===== src/rtl/uart_pkg.sv =====
// Shared UART receiver definitions: FSM state encoding, parity modes, parity helper.
// Latency: n/a (types and a combinational function only).
// Backpressure: n/a.
package uart_pkg;

  typedef enum logic [2:0] {
    ST_IDLE      = 3'd0,
    ST_START     = 3'd1,
    ST_DATA      = 3'd2,
    ST_PARITY    = 3'd3,
    ST_STOP      = 3'd4,
    ST_DONE      = 3'd5,
    ST_WAIT_HIGH = 3'd6
  } rx_state_t;

  localparam int PARITY_NONE = 0;
  localparam int PARITY_ODD  = 1;
  localparam int PARITY_EVEN = 2;

  // Expected parity bit for a data word. Bits above the configured width must
  // be zero so they do not disturb the XOR reduction.
  function automatic logic exp_parity(input logic [8:0] data, input int mode);
    return (mode == PARITY_ODD) ? ~(^data) : (^data);
  endfunction

endpackage


===== src/rtl/uart_rx_ext_if.sv =====
// Receiver output bundle: received word, status flags, frame strobe and busy.
// Latency: n/a (wiring only).
// Backpressure: none; o_Rx_DV is a one-cycle strobe the consumer must catch.
interface uart_rx_ext_if #(
  parameter int DATA_BITS = 8
);
  logic                 o_Rx_DV;
  logic [DATA_BITS-1:0] o_Rx_Byte;
  logic                 o_Parity_Err;
  logic                 o_Frame_Err;
  logic                 o_Break;
  logic                 o_Busy;

  modport master (
    output o_Rx_DV, o_Rx_Byte, o_Parity_Err, o_Frame_Err, o_Break, o_Busy
  );

  modport slave (
    input o_Rx_DV, o_Rx_Byte, o_Parity_Err, o_Frame_Err, o_Break, o_Busy
  );
endinterface


===== src/rtl/uart_rx_sampler.sv =====
// Serial line front end: 2-flop synchroniser plus a 3-tap history for majority voting.
// Latency: rx_s lags i_Rx_Serial by 2 clocks; rx_maj votes over rx_s now and the 2 previous cycles.
// Backpressure: none.
// Ports: i_Clock/i_Reset (sync, active-high), i_Rx_Serial (async line),
//        rx_s (synchronised line), rx_maj (majority of the last three rx_s values).
module uart_rx_sampler (
  input  logic i_Clock,
  input  logic i_Reset,
  input  logic i_Rx_Serial,
  output logic rx_s,
  output logic rx_maj
);

  logic sync1_q, sync1_d;
  logic sync2_q, sync2_d;
  logic tap0_q, tap0_d;
  logic tap1_q, tap1_d;

  always_comb begin
    sync1_d = i_Rx_Serial;
    sync2_d = sync1_q;
    tap0_d  = sync2_q;
    tap1_d  = tap0_q;
  end

  // Everything resets to the idle-high line level so no false start appears.
  always_ff @(posedge i_Clock) begin
    if (i_Reset) begin
      sync1_q <= 1'b1;
      sync2_q <= 1'b1;
      tap0_q  <= 1'b1;
      tap1_q  <= 1'b1;
    end else begin
      sync1_q <= sync1_d;
      sync2_q <= sync2_d;
      tap0_q  <= tap0_d;
      tap1_q  <= tap1_d;
    end
  end

  assign rx_s = sync2_q;

  // When the bit counter sits at MID+1, the taps hold the samples from MID and
  // MID-1, so this vote covers exactly the three centre samples of the bit.
  assign rx_maj = (rx_s & tap0_q) | (rx_s & tap1_q) | (tap0_q & tap1_q);

endmodule


===== src/rtl/uart_rx_ext.sv =====
// Parametrised UART receiver: DATA_BITS LSB-first, optional odd/even parity, 1-2 stop bits, break detect.
// Latency: o_Rx_DV rises (F-1)*CLKS_PER_BIT + MID + 2 clocks after leaving IDLE, F = bits per frame.
// Backpressure: none; one o_Rx_DV pulse per frame, data and flags hold until the next pulse.
// Ports: i_Clock, i_Reset (sync, active-high), i_Rx_Serial (idle high),
//        rx_if.master carries o_Rx_DV, o_Rx_Byte, o_Parity_Err, o_Frame_Err, o_Break, o_Busy.
module uart_rx_ext #(
  parameter int CLKS_PER_BIT = 434,
  parameter int DATA_BITS    = 8,
  parameter int PARITY_MODE  = 0,
  parameter int STOP_BITS    = 1
) (
  input  logic           i_Clock,
  input  logic           i_Reset,
  input  logic           i_Rx_Serial,
  uart_rx_ext_if.master  rx_if
);
  import uart_pkg::*;

  localparam int CW  = $clog2(CLKS_PER_BIT);
  localparam int BW  = $clog2(DATA_BITS);
  localparam int MID = (CLKS_PER_BIT - 1) / 2;

  localparam logic [CW-1:0] EVAL_CNT  = CW'(MID + 1);
  localparam logic [CW-1:0] LAST_CNT  = CW'(CLKS_PER_BIT - 1);
  localparam logic [BW-1:0] LAST_DATA = BW'(DATA_BITS - 1);
  localparam logic [BW-1:0] LAST_STOP = BW'(STOP_BITS - 1);

  logic rx_s;
  logic rx_maj;

  uart_rx_sampler u_sampler (
    .i_Clock     (i_Clock),
    .i_Reset     (i_Reset),
    .i_Rx_Serial (i_Rx_Serial),
    .rx_s        (rx_s),
    .rx_maj      (rx_maj)
  );

  rx_state_t            state_q, state_d;
  logic [CW-1:0]        cnt_q, cnt_d;
  logic [BW-1:0]        bit_idx_q, bit_idx_d;
  logic [DATA_BITS-1:0] data_sh_q, data_sh_d;
  logic                 par_bit_q, par_bit_d;
  logic                 perr_sh_q, perr_sh_d;
  logic                 ferr_sh_q, ferr_sh_d;

  logic                 dv_q, dv_d;
  logic [DATA_BITS-1:0] byte_q, byte_d;
  logic                 perr_q, perr_d;
  logic                 ferr_q, ferr_d;
  logic                 brk_q, brk_d;

  logic                 cnt_wrap;
  logic                 at_eval;
  logic                 ferr_now;
  logic [8:0]           par_data;

  always_comb begin
    state_d   = state_q;
    cnt_d     = cnt_q;
    bit_idx_d = bit_idx_q;
    data_sh_d = data_sh_q;
    par_bit_d = par_bit_q;
    perr_sh_d = perr_sh_q;
    ferr_sh_d = ferr_sh_q;
    dv_d      = 1'b0;
    byte_d    = byte_q;
    perr_d    = perr_q;
    ferr_d    = ferr_q;
    brk_d     = brk_q;

    cnt_wrap = (cnt_q == LAST_CNT);
    at_eval  = (cnt_q == EVAL_CNT);
    // Frame error including the stop bit being evaluated this cycle.
    ferr_now = ferr_sh_q | ~rx_maj;

    par_data = '0;
    par_data[DATA_BITS-1:0] = data_sh_q;

    if (state_q inside {ST_START, ST_DATA, ST_PARITY, ST_STOP}) begin
      cnt_d = cnt_wrap ? '0 : cnt_q + CW'(1);
    end

    case (state_q)
      ST_IDLE: begin
        cnt_d     = '0;
        bit_idx_d = '0;
        if (!rx_s) begin
          state_d   = ST_START;
          data_sh_d = '0;
          par_bit_d = 1'b0;
          perr_sh_d = 1'b0;
          ferr_sh_d = 1'b0;
        end
      end

      ST_START: begin
        if (at_eval && rx_maj) begin
          state_d = ST_IDLE;            // too short to be a start bit
        end else if (cnt_wrap) begin
          state_d   = ST_DATA;
          bit_idx_d = '0;
        end
      end

      ST_DATA: begin
        // LSB arrives first, so shifting in from the top leaves the word
        // aligned after the last data bit.
        if (at_eval) begin
          data_sh_d = {rx_maj, data_sh_q[DATA_BITS-1:1]};
        end
        if (cnt_wrap) begin
          if (bit_idx_q == LAST_DATA) begin
            bit_idx_d = '0;
            state_d   = (PARITY_MODE != PARITY_NONE) ? ST_PARITY : ST_STOP;
          end else begin
            bit_idx_d = bit_idx_q + BW'(1);
          end
        end
      end

      ST_PARITY: begin
        if (at_eval) begin
          par_bit_d = rx_maj;
          perr_sh_d = (rx_maj != exp_parity(par_data, PARITY_MODE));
        end
        if (cnt_wrap) begin
          state_d   = ST_STOP;
          bit_idx_d = '0;
        end
      end

      ST_STOP: begin
        if (at_eval) begin
          ferr_sh_d = ferr_now;
          // Finish at the centre of the last stop bit; the remaining half bit
          // is slack for baud-rate mismatch.
          if (bit_idx_q == LAST_STOP) begin
            state_d = ST_DONE;
            dv_d    = 1'b1;
            byte_d  = data_sh_q;
            perr_d  = perr_sh_q;
            ferr_d  = ferr_now;
            brk_d   = ferr_now && (data_sh_q == '0) &&
                      ((PARITY_MODE == PARITY_NONE) || !par_bit_q);
          end
        end else if (cnt_wrap) begin
          bit_idx_d = bit_idx_q + BW'(1);
        end
      end

      ST_DONE: begin
        cnt_d   = '0;
        // A low line after a bad stop bit is a held break: wait for it to end.
        state_d = ferr_sh_q ? ST_WAIT_HIGH : ST_IDLE;
      end

      ST_WAIT_HIGH: begin
        cnt_d = '0;
        if (rx_s) begin
          state_d = ST_IDLE;
        end
      end

      default: state_d = ST_IDLE;
    endcase
  end

  always_ff @(posedge i_Clock) begin
    if (i_Reset) begin
      state_q   <= ST_IDLE;
      cnt_q     <= '0;
      bit_idx_q <= '0;
      data_sh_q <= '0;
      par_bit_q <= 1'b0;
      perr_sh_q <= 1'b0;
      ferr_sh_q <= 1'b0;
      dv_q      <= 1'b0;
      byte_q    <= '0;
      perr_q    <= 1'b0;
      ferr_q    <= 1'b0;
      brk_q     <= 1'b0;
    end else begin
      state_q   <= state_d;
      cnt_q     <= cnt_d;
      bit_idx_q <= bit_idx_d;
      data_sh_q <= data_sh_d;
      par_bit_q <= par_bit_d;
      perr_sh_q <= perr_sh_d;
      ferr_sh_q <= ferr_sh_d;
      dv_q      <= dv_d;
      byte_q    <= byte_d;
      perr_q    <= perr_d;
      ferr_q    <= ferr_d;
      brk_q     <= brk_d;
    end
  end

  assign rx_if.o_Rx_DV      = dv_q;
  assign rx_if.o_Rx_Byte    = byte_q;
  assign rx_if.o_Parity_Err = perr_q;
  assign rx_if.o_Frame_Err  = ferr_q;
  assign rx_if.o_Break      = brk_q;
  assign rx_if.o_Busy       = (state_q != ST_IDLE);

endmodule


===== src/flat_wrapper.sv =====
// flat-port wrapper written by rule: the top's interface ports become plain ports
module uart_rx_ext_flat import uart_pkg::*;
#(
  parameter int CLKS_PER_BIT = 434,
  parameter int DATA_BITS    = 8,
  parameter int PARITY_MODE  = 0,
  parameter int STOP_BITS    = 1
)
  (i_Clock, i_Reset, i_Rx_Serial, rx_if_o_Rx_DV, rx_if_o_Rx_Byte, rx_if_o_Parity_Err, rx_if_o_Frame_Err, rx_if_o_Break, rx_if_o_Busy);
  uart_rx_ext_if #(.DATA_BITS(DATA_BITS)) rx_if_i ();
  input  logic i_Clock;
  input  logic i_Reset;
  input  logic i_Rx_Serial;
  output wire logic [$bits(rx_if_i.o_Rx_DV)-1:0] rx_if_o_Rx_DV;
  output wire logic [$bits(rx_if_i.o_Rx_Byte)-1:0] rx_if_o_Rx_Byte;
  output wire logic [$bits(rx_if_i.o_Parity_Err)-1:0] rx_if_o_Parity_Err;
  output wire logic [$bits(rx_if_i.o_Frame_Err)-1:0] rx_if_o_Frame_Err;
  output wire logic [$bits(rx_if_i.o_Break)-1:0] rx_if_o_Break;
  output wire logic [$bits(rx_if_i.o_Busy)-1:0] rx_if_o_Busy;
  assign rx_if_o_Rx_DV = rx_if_i.o_Rx_DV;
  assign rx_if_o_Rx_Byte = rx_if_i.o_Rx_Byte;
  assign rx_if_o_Parity_Err = rx_if_i.o_Parity_Err;
  assign rx_if_o_Frame_Err = rx_if_i.o_Frame_Err;
  assign rx_if_o_Break = rx_if_i.o_Break;
  assign rx_if_o_Busy = rx_if_i.o_Busy;
  uart_rx_ext #(.CLKS_PER_BIT(CLKS_PER_BIT), .DATA_BITS(DATA_BITS), .PARITY_MODE(PARITY_MODE), .STOP_BITS(STOP_BITS)) u_core (.i_Clock(i_Clock), .i_Reset(i_Reset), .i_Rx_Serial(i_Rx_Serial), .rx_if(rx_if_i));
endmodule

===== config.mk =====
export PLATFORM = sky130hd
export DESIGN_NAME = uart_rx_ext_flat
export DESIGN_NICKNAME = d
export VERILOG_FILES = /design/src/rtl/uart_pkg.sv /design/src/rtl/uart_rx_ext_if.sv /design/src/rtl/uart_rx_sampler.sv /design/src/rtl/uart_rx_ext.sv /design/src/flat_wrapper.sv
export SDC_FILE = /design/constraint.sdc
export NUM_CORES = 1
export LEC_CHECK = 0
export ABC_AREA = 1
export BUFFER_PORTS_ARGS = -buffer_cell sky130_fd_sc_hd__buf_2
export CAP_MARGIN = 20
export CORE_MARGIN = 4
export CORE_UTILIZATION = 35
export DETAILED_ROUTE_END_ITERATION = 16
export GPL_TIMING_DRIVEN = 1
export PLACE_DENSITY = 0.6
export SLEW_MARGIN = 20
export SYNTH_ARGS = -nofsm -noshare
export SYNTH_HDL_FRONTEND = slang
export SYNTH_HIERARCHICAL = 1
export SYNTH_SLANG_ARGS = --single-unit

===== constraint.sdc =====
create_clock -name i_Clock -period 2.6 [get_ports i_Clock]
set_input_delay 0.13 -clock i_Clock [delete_from_list [all_inputs] [get_ports i_Clock]]
set_output_delay 0.13 -clock i_Clock [all_outputs]
set_load 0.005 [all_outputs]

==> key figures <==
Status
  – Status: finished clean

Final layout
  – Number of diodes: 0
  – Layout Cells excl Fill: 394
  – Final net count: 331
  – Area Growth Syn to Fin: 11.4%
  – Layout cells sized above 1: between 10% and 20%

STA
  – Fin Clk Skew: 3.36 ps
  – Tmin final: 1780 ps
  – Tcrit/Tclk final: between 60% and 70%
  – Slew Limit Fails: 0
  – Setup_tns: 0 ps
  – Fmax: roughly 560 MHz
  – Actual slew at the worst max-slew pin: 447 ps
  – Final setup fails: 0
  – Final Hold Fails: 0
  – Setup ws final: 823 ps
  – Relative slew slack: between 70% and 80%
  – RSZ-0062 raised after global routing: no

Job
  – Max_cap viols: 0

Setup path
  – Startpoint Class: flip-flop
  – Kind of end point of the critical path: flip-flop
  – CP arrival: 2000 ps
  – Worst R2R End: u_core/rx_if.o_Break
  – Worst Setup SP: u_core/state_q[0]
  – CP Capture Point: u_core/rx_if.o_Break
  – R2R depth: 7
  – R2r setup slk: 820 ps
  – Kind of critical path: flip-flop to flip-flop
  – R2R Path Start: u_core/state_q[0]
  – Max FO, Critical Path: 12
  – Required @ worst endpoint: about 2800 ps

Global route
  – GRT Overall Usage: 12.8%
  – Vias in the first global route: 1686
  – Pin count of the biggest net entering global routing: 19
  – Initial antenna violation count: 0
  – Grt total ovfl: 0
  – First-pass GRT wire length: 7.63 mm

Clock network
  – Hold-fix buffers at CTS: 0
  – Worst-path clk slew: 80 ps
  – Skew-Pair Late Insertion Delay: 290 ps
  – Clk buf depth: 2
  – H-tree depth: 2
  – Clock sink total: 41
  – Post-cts sizing count: 0
  – CTS Buf Count: 5
  – Post-CTS setup buffers: 0
  – Root buffer cell: clkbuf_8
  – CTS tree: built

Floorplanning
  – Chip Height: 85.7 um
  – Top Ports: 16
  – Initial Util: 35.9%
  – Die width: 85.7 um
  – Row count: 28
  – DIE AREA: 7340 um2
  – CORE AREA: roughly 5900 um2

Placement
  – Dpl hpwl: about 3.4 mm
  – Routability cong.: 0.798
  – PortBufs: 15
  – Dpl cells: 387
  – DP Worst Slack: around 800 ps

Power and ir drop
  – Max IR drop VDD: slightly above 0.0003 V
  – Static leakage: roughly 1.0 nW
  – PD cells: 922 nW/um2
  – Overall power: ~2.2 mW

Route
  – DR vias: 1873
  – Starting DRT DRC Count: 79
  – Routed len/inst: 11.0 um
  – Via/cell ratio: 4.75
  – Final WL: ~4.3 mm
  – TritonRoute pass-1 iters: 4
  – DRC: 0
  – Post-route ant nets: 0

Min path
  – Hold crit path type: input pin to flip-flop
  – Hold Crit Start: i_Rx_Serial

Yosys
  – Avg Cell Area, Syn: 6.99 um2
  – Area contributors post-synth: dfxtp_1, nand2_1, nor2_1
  – Synthesized Nets: between 300 and 400
  – Cell count after synthesis: 302
  – Synth cell types: 34
  – Area leader, netlist: dfxtp_1
  – Top cell type's share of synthesized area: 38.9%
  – Mapped Area: 2110 um2
  – #FFs+latches synth: 41
  – Sequential fraction of the synthesis area: 38.9%
  – YS warnings: 6
==> registers in the layout, indices dropped and copies added (netlist names) <==
name	cells
u_core/rx_if.o_Rx_Byte	8
u_core/ferr_sh_q	1
u_core/u_sampler/rx_s	1
u_core/rx_if.o_Parity_Err	1
u_core/u_sampler/tap1_q	1
u_core/u_sampler/tap0_q	1
u_core/data_sh_q	8
u_core/cnt_q	9
u_core/state_q	3
u_core/bit_idx_q	3
u_core/rx_if.o_Rx_DV	1
u_core/perr_sh_q	1
u_core/u_sampler/sync1_q	1
u_core/rx_if.o_Break	1
u_core/rx_if.o_Frame_Err	1
==> critical path: stages (launching register included) <==
cell,delay (ps)
dfxtp_1,390
nor2_2,230
nand2_2,160
inv_2,90
nand3_1,250
inv_1,340
nand3b_1,120
a21oi_1,120
==> logic make-up after synthesis <==
| group | Yosys count | synth area share [%] |
|---|---|---|
| AOI/OAI and AO/OA | 43 | 11.9 |
| buffers and inverters | 47 | 9.06 |
| xor gates and xnor gates | 2 | 0.830 |
| adders and majority gates | 9 | 5.33 |
| DFF | 41 | 38.9 |
| and+or+nand+nor | 160 | 34.0 |
==> worst min-delay path by stage <==
| stage | end | slack [ps] | cells after the start |
|---|---|---|---|
| 2_1_floorplan | u_core/bit_idx_q[0] | 200 | 1 |
| 5_1_grt | u_core/u_sampler/sync1_q | 9 | 2 |
| 6_report | u_core/u_sampler/sync1_q | 10 | 2 |
| 3_5_place_dp | u_core/u_sampler/sync1_q | 310 | 2 |
| 3_3_place_gp | u_core/u_sampler/sync1_q | 310 | 2 |
| 4_1_cts | u_core/u_sampler/sync1_q | 6 | 2 |
==> layout make-up <==
| type | count | area [um2] |
|---|---|---|
| clock buffers | 5 | 68.8 |
| clock inverters | 2 | 35.0 |
| fillers | 629 | 3530 |
| inverters | 42 | 160 |
| multi-input cells | 214 | 1100 |
| flip-flops and latches | 41 | 821 |
| well taps | 75 | 93.8 |
| repair buffers | 15 | 75.1 |
==> where the power goes <==
group | internal (mW) | switching (mW) | total, mW | leakage, nW
logic | 0.290 | 0.633 | 0.922 | 0.659
clock network | 0.279 | 0.214 | 0.493 | 0.0540
registers | 0.683 | 0.0722 | 0.756 | 0.332
==> routing by layer <==
layer  vias to the layer above  wire length (um)  GRT usage, %
met5                         -                 0             0
met4                         0                63          4.32
met2                        19              2040          21.0
met3                         6               113          2.69
met1                       850              2130          16.6
li1                        998                 -             -
==> synthesized netlist by cell type (all sizes together) <==
library cell and instances:
nor3b 1, xnor2 1, dfxtp 41, nor2 51
o21ai 14, buf 3, nor4 1, xor2 1
a21oi 25, o211ai 2, o21a 1, nand3b 4
ha 9, nand2 71, clkbuf 2, nand4 6
inv 42, nand3 21, a211oi 1, or2 4
nor3 1
==> cells in the final DEF, fill, tap and decap left out, types with 2 or more instances in the layout <==
master and instances:
a21oi_4 2, o211ai_1 2, or2_1 4, nand3b_1 4
nand3_1 20, nand2_1 67, nand2_2 3, inv_1 36
o21ai_1 3, a21oi_1 22, clkbuf_8 5, nor2_1 49
nand4_1 5, ha_1 9, buf_2 15, inv_2 5
dfxtp_1 41, o21ai_0 11
==> metrics by stage <==
stage / hold WS (ps) / utilization [%] / area, um2
5_1_grt: 9.36 / 40.0 / 2350
6_report: 14.5 / 40.0 / 2350
4_1_cts: 5.90 / 40.0 / 2350
3_5_place_dp: 313 / 38.2 / 2250
2_1_floorplan: 199 / - / 2110
3_3_place_gp: 314 / 38.2 / 2250
Note: power is estimated with default switching activity, not from simulation.
